$ cat src/rtl/ram_uart_dumper.sv
`default_nettype none
// ============================================================================
//  Module      : ram_uart_dumper
//  Description : Reads a window of words from the RAM adapter port and sends
//                one byte per word on an 8N1 UART line, LSB first. Optional
//                hex-digit encoding with a newline after every row.
//  Revision    : 1.0 - initial release
// ============================================================================
module ram_uart_dumper #(
  parameter int CLK_FREQ     = 50000000,
  parameter int BAUD         = 115200,
  parameter int BASE_ADDR    = 0,
  parameter int NUM_WORDS    = 100,
  parameter int READ_LATENCY = 1,
  parameter int ASCII_MODE   = 1,
  parameter int ROW_LEN      = 10
) (
  input  logic        clk,
  input  logic        rst,
  input  logic        start,
  output logic [10:0] adapter_addr,
  input  logic [31:0] adapter_data,
  output logic        tx,
  output logic        busy,
  output logic        done
);

  localparam int CLKS_PER_BIT = CLK_FREQ / BAUD;
  // One counter serves both bit timing and the fetch wait, so size it for
  // whichever needs the larger range.
  localparam int CNT_MAX = (CLKS_PER_BIT > READ_LATENCY + 1) ? CLKS_PER_BIT
                                                             : READ_LATENCY + 1;
  localparam int CNT_W   = (CNT_MAX > 2) ? $clog2(CNT_MAX) : 1;
  localparam int ROW_W   = $clog2(ROW_LEN + 1);

  localparam logic [CNT_W-1:0] C_BIT_LAST   = CNT_W'(CLKS_PER_BIT - 1);
  localparam logic [CNT_W-1:0] C_FETCH_LAST = CNT_W'(READ_LATENCY);
  localparam logic [10:0]      C_BASE       = 11'(BASE_ADDR);
  localparam logic [11:0]      C_NUM        = 12'(NUM_WORDS);
  localparam logic [ROW_W-1:0] C_ROW        = ROW_W'(ROW_LEN);
  localparam logic [7:0]       C_NEWLINE    = 8'h0A;

  localparam logic [3:0] S_IDLE     = 4'd0;
  localparam logic [3:0] S_FETCH    = 4'd1;
  localparam logic [3:0] S_START    = 4'd2;
  localparam logic [3:0] S_DATA     = 4'd3;
  localparam logic [3:0] S_STOP     = 4'd4;
  localparam logic [3:0] S_NL_START = 4'd5;
  localparam logic [3:0] S_NL_DATA  = 4'd6;
  localparam logic [3:0] S_NL_STOP  = 4'd7;
  localparam logic [3:0] S_FINISH   = 4'd8;

  logic [3:0]       state_q, state_d;
  logic [CNT_W-1:0] cnt_q, cnt_d;
  logic [2:0]       bit_cnt_q, bit_cnt_d;
  logic [7:0]       shift_q, shift_d;
  logic [10:0]      addr_q, addr_d;
  logic [11:0]      word_cnt_q, word_cnt_d;
  logic [ROW_W-1:0] row_cnt_q, row_cnt_d;
  logic             tx_q, tx_d;
  logic             busy_q, busy_d;
  logic             done_q, done_d;

  logic             w_in_frame;
  logic             w_bit_end;
  logic             w_fetch_end;
  logic             w_last_word;
  logic             w_row_full;
  logic [ROW_W-1:0] w_row_inc;
  logic [3:0]       w_nib;
  logic [7:0]       w_hex;
  logic [7:0]       w_byte;
  logic             w_unused;

  // Upper data bits are never transmitted.
  assign w_unused = ^adapter_data[31:8];

  assign w_in_frame  = (state_q >= S_START) && (state_q <= S_NL_STOP);
  assign w_bit_end   = w_in_frame && (cnt_q == C_BIT_LAST);
  assign w_fetch_end = (state_q == S_FETCH) && (cnt_q == C_FETCH_LAST);
  assign w_last_word = ((word_cnt_q + 12'd1) == C_NUM);
  assign w_row_inc   = row_cnt_q + ROW_W'(1);
  assign w_row_full  = (w_row_inc == C_ROW);

  // Hex digit for the low nibble: '0'..'9' then 'A'..'F'.
  assign w_nib  = adapter_data[3:0];
  assign w_hex  = (w_nib < 4'd10) ? (8'h30 + {4'd0, w_nib}) : (8'h37 + {4'd0, w_nib});
  assign w_byte = (ASCII_MODE != 0) ? w_hex : adapter_data[7:0];

  // State register.
  always_ff @(posedge clk) begin
    if (rst) begin
      state_q <= S_IDLE;
    end else begin
      state_q <= state_d;
    end
  end

  // Next-state logic.
  always_comb begin
    state_d = state_q;
    case (state_q)
      S_IDLE:     if (start) state_d = S_FETCH;
      S_FETCH:    if (w_fetch_end) state_d = S_START;
      S_START:    if (w_bit_end) state_d = S_DATA;
      S_DATA:     if (w_bit_end && (bit_cnt_q == 3'd7)) state_d = S_STOP;
      S_STOP: begin
        if (w_bit_end) begin
          if ((ASCII_MODE != 0) && w_row_full) state_d = S_NL_START;
          else if (w_last_word)                state_d = S_FINISH;
          else                                 state_d = S_FETCH;
        end
      end
      S_NL_START: if (w_bit_end) state_d = S_NL_DATA;
      S_NL_DATA:  if (w_bit_end && (bit_cnt_q == 3'd7)) state_d = S_NL_STOP;
      S_NL_STOP: begin
        // word_cnt was already advanced at the end of the preceding data frame.
        if (w_bit_end) state_d = (word_cnt_q == C_NUM) ? S_FINISH : S_FETCH;
      end
      S_FINISH:   state_d = S_IDLE;
      default:    state_d = S_IDLE;
    endcase
  end

  // Output and datapath next-values; tx follows the current state, so the
  // line lags the state machine by one clock.
  always_comb begin
    cnt_d      = cnt_q + CNT_W'(1);
    bit_cnt_d  = bit_cnt_q;
    shift_d    = shift_q;
    addr_d     = addr_q;
    word_cnt_d = word_cnt_q;
    row_cnt_d  = row_cnt_q;

    // Baud/fetch counter restarts on every state entry and every bit boundary.
    if ((state_d != state_q) || w_bit_end || (state_q == S_IDLE) ||
        (state_q == S_FINISH)) begin
      cnt_d = '0;
    end

    case (state_q)
      S_IDLE: begin
        if (start) begin
          addr_d     = C_BASE;
          word_cnt_d = '0;
          row_cnt_d  = '0;
          bit_cnt_d  = '0;
        end
      end
      S_FETCH: begin
        if (w_fetch_end) shift_d = w_byte;
      end
      S_DATA, S_NL_DATA: begin
        if (w_bit_end) begin
          shift_d   = {1'b0, shift_q[7:1]};
          bit_cnt_d = bit_cnt_q + 3'd1;
        end
      end
      S_STOP: begin
        if (w_bit_end) begin
          word_cnt_d = word_cnt_q + 12'd1;
          row_cnt_d  = w_row_full ? '0 : w_row_inc;
          if (state_d == S_NL_START) shift_d = C_NEWLINE;
          if (state_d == S_FETCH)    addr_d  = addr_q + 11'd1;
        end
      end
      S_NL_STOP: begin
        if (w_bit_end && (state_d == S_FETCH)) addr_d = addr_q + 11'd1;
      end
      default: ;
    endcase

    case (state_q)
      S_START, S_NL_START: tx_d = 1'b0;
      S_DATA, S_NL_DATA:   tx_d = shift_q[0];
      default:             tx_d = 1'b1;
    endcase

    busy_d = (state_d != S_IDLE) && (state_d != S_FINISH);
    done_d = (state_d == S_FINISH);
  end

  // Datapath and output registers.
  always_ff @(posedge clk) begin
    if (rst) begin
      cnt_q      <= '0;
      bit_cnt_q  <= '0;
      shift_q    <= '0;
      addr_q     <= '0;
      word_cnt_q <= '0;
      row_cnt_q  <= '0;
      tx_q       <= 1'b1;
      busy_q     <= 1'b0;
      done_q     <= 1'b0;
    end else begin
      cnt_q      <= cnt_d;
      bit_cnt_q  <= bit_cnt_d;
      shift_q    <= shift_d;
      addr_q     <= addr_d;
      word_cnt_q <= word_cnt_d;
      row_cnt_q  <= row_cnt_d;
      tx_q       <= tx_d;
      busy_q     <= busy_d;
      done_q     <= done_d;
    end
  end

  assign adapter_addr = addr_q;
  assign tx           = tx_q;
  assign busy         = busy_q;
  assign done         = done_q;

endmodule
`default_nettype wire

$ cat config.mk
export PLATFORM = sky130hd
export DESIGN_NAME = ram_uart_dumper
export DESIGN_NICKNAME = d
export VERILOG_FILES = /design/src/rtl/ram_uart_dumper.sv
export SDC_FILE = /design/constraint.sdc
export NUM_CORES = 1
export LEC_CHECK = 0
export BUFFER_PORTS_ARGS = -buffer_cell sky130_fd_sc_hd__clkbuf_2
export CORE_MARGIN = 1.5
export CORE_UTILIZATION = 57
export DETAILED_ROUTE_END_ITERATION = 12
export GPL_ROUTABILITY_DRIVEN = 0
export PLACE_DENSITY = 0.8
export SLEW_MARGIN = 20
export SYNTH_ARGS = -nofsm -noshare
export SYNTH_HDL_FRONTEND = slang
export SYNTH_SLANG_ARGS = --single-unit
$ cat constraint.sdc
create_clock -name clk -period 3.7 [get_ports clk]
set_input_delay 0.925 -clock clk [delete_from_list [all_inputs] [get_ports clk]]
set_output_delay 0.925 -clock clk [all_outputs]
set_load 0.05 [all_outputs]
==> reports/metrics.cfg <==
[cells_and_area]
multi_input_area_mm2 = 0.00204
layout.nets = 491
synthToLayoutAreaGrowth_pct = 7.36
design_area_mm2 = 0.00352
layout-drive-gt1-share = 0.110
final-seq-area_mm2 = 0.00106
fill_cells = 504
antennaDiodeCount = 0

[synthesis]
synthTopCellsByArea = dfxtp_1, nor2_1, nand2_1
ys.flop_type = dfxtp_1
synth_edf_count = 0
netlist_area_mm2 = 0.00328
ys_seq_area_frac = 0.323
synth_seq_cells = 53
yosys_warnings = 0
syn_avg_cell_area_um2 = 7.53
synth_nets = 482
yosysMostFrequentCell = dfxtp_1
syn_inst = 436
synth_common_cells = dfxtp_1, nor2_1, nand2_1
ys_async_sr_fraction = 0
synth.distinct_cells = 56
synth_area_leader_cell = dfxtp_1
synth_top_area_share = 0.323

[place]
dpl_cell_area_mm2 = 0.00341
hpwl_um = 5100
numPortBuffers = 20

[detailed_routing]
antenna_left = 0
vias = 3141
drc = 0
first_pass_iters = 5
viasPerCell = 6.06
totalWireLength_um = 7370
wl_per_cell_um = 14.2
drtIter0Drc = 264

[power]
p_switching_uw = 265
p_seq_frac = 0.546
cellLeakagePower_nw = 1.29
irDropWorstVdd_mv = 0.218
p_clk_frac = 0.369
switching_share = 0.247
cell_internal_pwr_uw = 809
powerDensity_mw_per_mm2 = 305
share_comb_of_total_power = 0.084

[timing]
setup-tns-final_ns = 0
rsz0062_at_grt = false
fin_crit_sh = 0.809
drv_slew = 0
finalSetupViolations = 0
max_freq_ghz = 0.334
period_needed_ns = 2.99
worstMarginPinSlew_ns = 0.677
max_slew_margin = 0.549
hold_viol = 0
fin_skew_ns = 0.0108

[global_route]
grt_pass1_wl_um = 12600
grt_use_total = 0.250
overflow = 0
grt_pass1_vias = 2694
antenna_found_initial = 0
grt_max_degree = 36

[clock_tree]
clock-sinks = 53
cts_max_path_buffers = 2
numCtsBuffers = 5
root_buffer = clkbuf_8
post_cts_buffers = 0
cts_tree = built
holdBufCountCts = 0
worstSkewPairLatency_ns = 0.31
clk_pin_slew_ns = 0.10
h-tree-depth = 2
cts_resized = 0

[hold_path]
min-delay-start = shift_q[1]
hold_depth = 2
hp-class = reg2reg

[setup_path]
startpoint = word_cnt_q[0]
reg2regPathDepth = 8
endpoint_kind = flop
arrival_ns = 3.20
required_ns = 3.91
startpoint_type = flop
critPathKind = reg2reg
r2r_start = word_cnt_q[0]
cp_max_fo = 20

[floorplanning]
dieArea_mm2 = 0.00622
io_pins = 49
row_count = 27
core-area_mm2 = 0.00554
start_util = 0.593
die_height_um = 78.9
die_x_um = 78.9

[flow_run]
drv_cap = 0

[outcome]
status = completed

flip-flops by register name (all words and copies together) (netlist names):
signal and cells:
adapter_addr 11, row_cnt_q 4, word_cnt_q 12, done 1, state_q 4, bit_cnt_q 3, tx 1, busy 1
shift_q 7, cnt_q 9
per-stage QoR:
| stage | setup slack (ns) | util | power (mW) | hold WS, ns | std cells |
|---|---|---|---|---|---|
| 4_1_cts | 0.708 | 0.636 | 1.08 | 0.450 | 518 |
| 6_report | 0.705 | 0.636 | 1.07 | 0.453 | 518 |
| 3_3_place_gp | 0.777 | 0.616 | 0.688 | 0.434 | 510 |
| 2_1_floorplan | 0.959 | - | 0.668 | 0.422 | 436 |
| 5_1_grt | 0.538 | 0.636 | 1.11 | 0.484 | 518 |
| 3_5_place_dp | 0.724 | 0.616 | 0.689 | 0.435 | 510 |
logic make-up after synthesis:
| kind of cell | Yosys count | share of synthesized area |
|---|---|---|
| DFF | 53 | 0.323 |
| adders and majority gates | 11 | 0.0419 |
| xor gates and xnor gates | 13 | 0.0347 |
| buffers and inverters | 44 | 0.0560 |
| and+or+nand+nor | 208 | 0.327 |
| AOI/OAI and AO/OA | 107 | 0.217 |
worst max-delay path: stages (launching register included):
cell     delay, ns
dfxtp_1       0.46
ha_1          0.30
nand3_1       0.13
or4_1         0.46
a221o_1       0.31
or4_4         0.51
nand3_2       0.32
a21oi_1       0.08
a311o_1       0.33
cell type report:
cell class	count	share of cell area
inverters	19	0.0202
flip-flops and latches	53	0.301
clock inverters	2	0.0110
clock buffers	6	0.0206
repair buffers	27	0.0433
well taps	72	0.0256
multi-input cells	339	0.578
placed cells by master, fill, tap and decap left out, types with 9 or more instances in the layout:
| cell | synthesis | routed |
|---|---|---|
| nand4_1 | 9 | 9 |
| dfxtp_1 | 53 | 53 |
| nand2_1 | 46 | 46 |
| nor3_1 | 9 | 9 |
| and3_1 | 13 | 13 |
| inv_1 | 19 | 19 |
| o21ai_0 | 18 | 18 |
| nor2_1 | 48 | 48 |
| nand2b_1 | 11 | 11 |
| nand3_1 | 27 | 27 |
| clkbuf_2 | 0 | 20 |
| ha_1 | 11 | 11 |
| a21oi_1 | 32 | 32 |
final timing paths:
path              slack (ns)         endpoint
setup reg to reg        0.71  adapter_addr[6]
setup / recovery        0.71  adapter_addr[6]
hold / removal          0.45       shift_q[1]
hold reg to reg         0.45       shift_q[1]
layer usage:
layer,track usage,routed length (um)
met3,0.0425,351
met4,0.0754,112
met2,0.402,3450
met5,0,0
met1,0.344,3460
power groups by stage:
stage	logic [mW]	clock network [mW]	registers, mW
final	0.0906	0.397	0.587
after global routing	0.0993	0.422	0.588
after CTS	0.0896	0.407	0.587
after detailed placement	0.0890	0	0.600
after global placement	0.0882	0	0.599
after floorplan	0.0698	0	0.598
Power figures use the tool's default switching activity.
